File: config.mk
export PLATFORM = sky130hd
export DESIGN_NAME = cordic_phase_multi
export DESIGN_NICKNAME = d
export VERILOG_FILES = /design/src/rtl/cordic_phase_multi.sv
export SDC_FILE = /design/constraint.sdc
export NUM_CORES = 2
export LEC_CHECK = 0
export CORE_UTILIZATION = 45
export CTS_BUF_LIST = sky130_fd_sc_hd__clkbuf_8
export CTS_CLUSTER_SIZE = 10
export DETAILED_ROUTE_END_ITERATION = 8
export DONT_BUFFER_PORTS = 1
export HOLD_SLACK_MARGIN = 0.1
export SLEW_MARGIN = 20
export SYNTH_ARGS = -nofsm -noshare
export SYNTH_HDL_FRONTEND = slang
export SYNTH_SLANG_ARGS = --single-unit
File: constraint.sdc
create_clock -name clk -period 3.3 [get_ports clk]
set_input_delay 0.66 -clock clk [delete_from_list [all_inputs] [get_ports clk]]
set_output_delay 0.66 -clock clk [all_outputs]
set_load 0.01 [all_outputs]
File: src/rtl/cordic_phase_multi.sv
`default_nettype none
// -----------------------------------------------------------------------------
// cordic_phase_multi - pipelined CORDIC vectoring atan2/magnitude, multi-channel
// Revision: 1.0
// -----------------------------------------------------------------------------
module cordic_phase_multi #(
  parameter int DATA_WIDTH  = 16,
  parameter int PHASE_WIDTH = 16,
  parameter int ITERATIONS  = 14,
  parameter int CH_WIDTH    = 2
) (
  input  logic                          clk,
  input  logic                          reset,
  input  logic                          in_valid,
  input  logic signed [DATA_WIDTH-1:0]  in_i,
  input  logic signed [DATA_WIDTH-1:0]  in_q,
  input  logic        [CH_WIDTH-1:0]    in_ch,
  input  logic                          in_diff,
  output logic                          out_valid,
  output logic signed [PHASE_WIDTH-1:0] out_phase,
  output logic        [DATA_WIDTH+1:0]  out_mag,
  output logic        [CH_WIDTH-1:0]    out_ch,
  output logic                          out_zero
);

  localparam int XW  = DATA_WIDTH + 2;
  localparam int NCH = 1 << CH_WIDTH;
  localparam logic [PHASE_WIDTH-1:0] PI_CODE = {1'b1, {(PHASE_WIDTH-1){1'b0}}};

  // Elaboration-time arctangent table: atan(2^-k) scaled so that pi = 2^(PHASE_WIDTH-1).
  function automatic logic [ITERATIONS*PHASE_WIDTH-1:0] atan_table();
    logic [ITERATIONS*PHASE_WIDTH-1:0] tab;
    real pi, t, term, acc, scale;
    pi    = 3.14159265358979323846;
    scale = real'(2 ** (PHASE_WIDTH - 1));
    tab   = '0;
    for (int k = 0; k < ITERATIONS; k++) begin
      if (k == 0) begin
        acc = pi / 4.0;
      end else begin
        t    = 1.0 / real'(2 ** k);
        acc  = 0.0;
        term = t;
        for (int n = 0; n < 40; n++) begin
          acc  = acc + (((n % 2) == 0) ? 1.0 : -1.0) * term / real'(2 * n + 1);
          term = term * t * t;
        end
      end
      tab[k*PHASE_WIDTH +: PHASE_WIDTH] = PHASE_WIDTH'(int'(acc / pi * scale));
    end
    return tab;
  endfunction

  localparam logic [ITERATIONS*PHASE_WIDTH-1:0] ATAN_TAB = atan_table();

  logic                         in_vld_r, diff_r, zero_r;
  logic signed [DATA_WIDTH-1:0] i_r, q_r;
  logic        [CH_WIDTH-1:0]   ch_r;

  always_ff @(posedge clk) begin
    if (reset) in_vld_r <= 1'b0;
    else       in_vld_r <= in_valid;
    i_r    <= in_i;
    q_r    <= in_q;
    ch_r   <= in_ch;
    diff_r <= in_diff;
    zero_r <= (in_i == '0) && (in_q == '0);
  end

  logic                         vld    [0:ITERATIONS];
  logic        [CH_WIDTH-1:0]   ch_p   [0:ITERATIONS];
  logic                         diff_p [0:ITERATIONS];
  logic                         zero_p [0:ITERATIONS];
  logic signed [XW-1:0]         x_p    [0:ITERATIONS];
  logic signed [XW-1:0]         y_p    [0:ITERATIONS];
  logic        [PHASE_WIDTH-1:0] z_p   [0:ITERATIONS];

  logic signed [XW-1:0] i_ext, q_ext;
  assign i_ext = {{2{i_r[DATA_WIDTH-1]}}, i_r};
  assign q_ext = {{2{q_r[DATA_WIDTH-1]}}, q_r};

  // Fold the left half-plane onto the right so the micro-rotations only span +-pi/2.
  always_ff @(posedge clk) begin
    if (reset) vld[0] <= 1'b0;
    else       vld[0] <= in_vld_r;
    ch_p[0]   <= ch_r;
    diff_p[0] <= diff_r;
    zero_p[0] <= zero_r;
    if (i_r[DATA_WIDTH-1]) begin
      x_p[0] <= -i_ext;
      y_p[0] <= -q_ext;
      z_p[0] <= PI_CODE;
    end else begin
      x_p[0] <= i_ext;
      y_p[0] <= q_ext;
      z_p[0] <= '0;
    end
  end

  for (genvar k = 0; k < ITERATIONS; k++) begin : g_stage
    localparam logic [PHASE_WIDTH-1:0] ATAN_K = ATAN_TAB[k*PHASE_WIDTH +: PHASE_WIDTH];
    always_ff @(posedge clk) begin
      if (reset) vld[k+1] <= 1'b0;
      else       vld[k+1] <= vld[k];
      ch_p[k+1]   <= ch_p[k];
      diff_p[k+1] <= diff_p[k];
      zero_p[k+1] <= zero_p[k];
      if (!y_p[k][XW-1]) begin
        x_p[k+1] <= x_p[k] + (y_p[k] >>> k);
        y_p[k+1] <= y_p[k] - (x_p[k] >>> k);
        z_p[k+1] <= z_p[k] + ATAN_K;
      end else begin
        x_p[k+1] <= x_p[k] - (y_p[k] >>> k);
        y_p[k+1] <= y_p[k] + (x_p[k] >>> k);
        z_p[k+1] <= z_p[k] - ATAN_K;
      end
    end
  end

  logic [NCH-1:0]                  primed;
  logic [NCH-1:0][PHASE_WIDTH-1:0] last_ph;
  logic [PHASE_WIDTH-1:0]          z_fin;
  logic [CH_WIDTH-1:0]             ch_fin;

  assign z_fin  = z_p[ITERATIONS];
  assign ch_fin = ch_p[ITERATIONS];

  // History is read and written in this one stage, so back-to-back samples see each other.
  always_ff @(posedge clk) begin
    if (reset) begin
      out_valid <= 1'b0;
      out_phase <= '0;
      out_mag   <= '0;
      out_ch    <= '0;
      out_zero  <= 1'b0;
      primed    <= '0;
      last_ph   <= '0;
    end else begin
      out_valid <= vld[ITERATIONS];
      if (vld[ITERATIONS]) begin
        out_ch   <= ch_fin;
        out_zero <= zero_p[ITERATIONS];
        if (zero_p[ITERATIONS]) begin
          out_phase <= '0;
          out_mag   <= '0;
        end else begin
          out_mag <= x_p[ITERATIONS];
          if (!diff_p[ITERATIONS])  out_phase <= z_fin;
          else if (primed[ch_fin])  out_phase <= z_fin - last_ph[ch_fin];
          else                      out_phase <= '0;
          last_ph[ch_fin] <= z_fin;
          primed[ch_fin]  <= 1'b1;
        end
      end
    end
  end

endmodule
`default_nettype wire

==> impl_metrics.ini <==
[run_status]
outcome = finished with violations
violations = negative setup slack

[clock_network]
cts_tree = yes
clk_pin_slew_ps = 70
numCtsBuffers = 158
insertion_delay_ps = 900
cts_max_path_buffers = 3
h-tree-depth = 4
clock_sinks = 911
root_buffer = clkbuf_8

[finish]
final_core_util_pct = 52.5
syn_to_final_growth_pct = 15.4
drive_gt1_share_pct = 12.5
fin_nets = 7261
layout_common_cells = dfxtp_1 (884), ha_1 (683), a21oi_1 (542), xnor2_1 (537), nor2_1 (502)
multiInputGateArea_mm2 = 0.0356
stdcell_count = 8232
nFillCells = 11266
seq_area_mm2 = 0.0183
final_common_cell = dfxtp_1

[grt]
overflow = 0
antenna_found_initial = 2
grt_max_degree = 124
first_global_vias = 42185
grtUsageTotal_pct = 21.0
grt_first_pass_wirelength_um = 212000

[routing]
avgRoutedWirePerCell_um = 15.9
drc_errors = 0
via_count = 43669
top_layer = met4
routed_via_density = 5.30
wl_met3_um = 5100
firstDrtPassIters = 6
wl_um = 131000
wl_met1_um = 63800
ant_nets = 0
drtIter0Drc = 2531
wl_met2_um = 59000

[worst_setup_path]
crit_fanout = 2
criticalPathCategory = reg -> reg
cp-end-kind = flip-flop
required_ps = 4110
start_kind = flip-flop
crit_arrival_ps = 4190

[synthesis]
yosysSeqAreaShare_pct = 33.2
synthesis.area_mm2 = 0.0549
synth_top_cell_by_area = dfxtp_1
async_flop_share_pct = 0
synth-edff-count = 0
synth_warnings = 0
syn_inst = 6110
synth_ff_type = dfxtp_1
ys_ff_latch = 911
synth_top_area_share_pct = 33.2
ys_top_cells_by_area = dfxtp_1 (33%), ha_1 (16%), xnor2_1 (8.6%)
syn_avg_cell_area_um2 = 8.98
ys_types = 92

[die]
ios = 76
die_y_um = 351
die_area_mm2 = 0.123
dieWidth_um = 351
start_util_pct = 45.6
core_area_mm2 = 0.120
placementRows = 127

[sta]
skew_ps = 47.0
period_share_pct = 102
maxSlewHeadroom_pct = 37.9
tightest_slew_ps = 931
rsz0062_at_grt = true
holdWs_ps = 317
max_freq_ghz = 0.296
setup_slack_ps = -76.6
period_needed_ps = 3380
tns_ps = -109
slew_viol_final = 0
hold_viol = 0
setup_viol = 2

[place]
dp_hpwl_um = 101000
io_buffers = 0
dpl.cell_count = 7883
gp_congestion = 0.883

[job]
cap_violations = 0

[worst_hold_path]
holdCritPathClass = reg -> reg
## registers in the layout, summed over array words and instances (netlist names), 4 cells and up
| register | count |
|---|---|
| diff_p | 15 |
| out_phase | 16 |
| z_p | 185 |
| primed | 4 |
| y_p | 238 |
| last_ph | 64 |
| out_mag | 18 |
| q_r | 16 |
| zero_p | 15 |
| x_p | 270 |
| ch_p | 30 |
| vld | 15 |
| i_r | 16 |
## what timing repair did
action | CTS | global route
setup buffers | 4 | 23
endpoints found under the setup margin | 12 | 74
hold buffers | 38 | 0
hold endpoints to repair | 158 | 0
resized for setup | 18 | 180
pin swaps | 4 | 58
## area by class of cell
cell class,count,area share (%)
multi-input cells,4721,56.3
flip-flops and latches,911,28.9
repair buffers,338,4.32
clock buffers,191,4.15
well taps,1612,3.19
inverters,366,2.18
clock inverters,90,0.957
diodes,3,0.0119
## cell families (layout without fill, tap and decap cells)
family / after synthesis / count (layout) / synth area share (%)
compound gates: 1621 / 1621 / 19.0
xor+xnor: 807 / 807 / 12.9
fa+ha+maj: 727 / 727 / 17.1
buf+inv: 479 / 985 / 3.32
flops: 911 / 911 / 33.2
mux: 54 / 54 / 1.41
other cells: 1 / 5 / 0.00683
simple gates: 1510 / 1510 / 13.1
## cell usage after synthesis, drive strengths merged (30+ instances only)
| cell | count |
|---|---|
| dfxtp | 911 |
| ha | 690 |
| a21oi | 573 |
| xnor2 | 541 |
| nor2 | 509 |
| inv | 360 |
| nand2 | 356 |
| o21ai | 268 |
| xor2 | 266 |
| a21o | 200 |
| nor3 | 157 |
| o21bai | 96 |
| nor2b | 86 |
| clkbuf | 83 |
| o21a | 83 |
| nand2b | 70 |
| nand3 | 67 |
| nor4 | 65 |
| a31oi | 58 |
| a211oi | 48 |
| and3 | 44 |
| fa | 37 |
| nand4 | 33 |
| o211ai | 33 |
| buf | 30 |
## worst max-delay path, cell delays in order (launching register included)
cell      delay, ps
dfxtp_2         320
inv_2            70
ha_4            140
nand2b_4         50
or4_4           420
or3_4           370
ha_4            280
a21oi_2          50
ha_2            190
a21o_1          150
a21o_1          160
a21o_1          190
a221o_1         310
a221o_1         330
a21oi_2         130
xnor2_1         110
## metrics by stage
step	area [um2]	worst slack, ps
after floorplan	54900	-54.0
after global placement	58600	-134
after detailed placement	58600	-144
after CTS	62300	-78.5
after global routing	63300	-186
final	63300	-76.6
## per-layer routing
layer	global-route usage, %	vias up
met4	5.63	0
met3	3.35	190
met5	0	-
met2	34.1	720
met1	28.8	20310
li1	-	22449
## worst paths after layout
check                                  from  slack, ps  cells past startpoint     endpoint
worst min register to register  ch_p[0][14]        320                      0   ch_p[1][0]
worst max-delay path             x_p[5][10]        -80                     15  y_p[11][17]
worst min-delay path            ch_p[0][14]        320                      0   ch_p[1][0]
worst max register to register   x_p[5][10]        -80                     15  y_p[11][17]
Power is left out: the tool's default activity adds up to more than one toggle a clock period on the data nets, which glitch-free logic cannot reach.
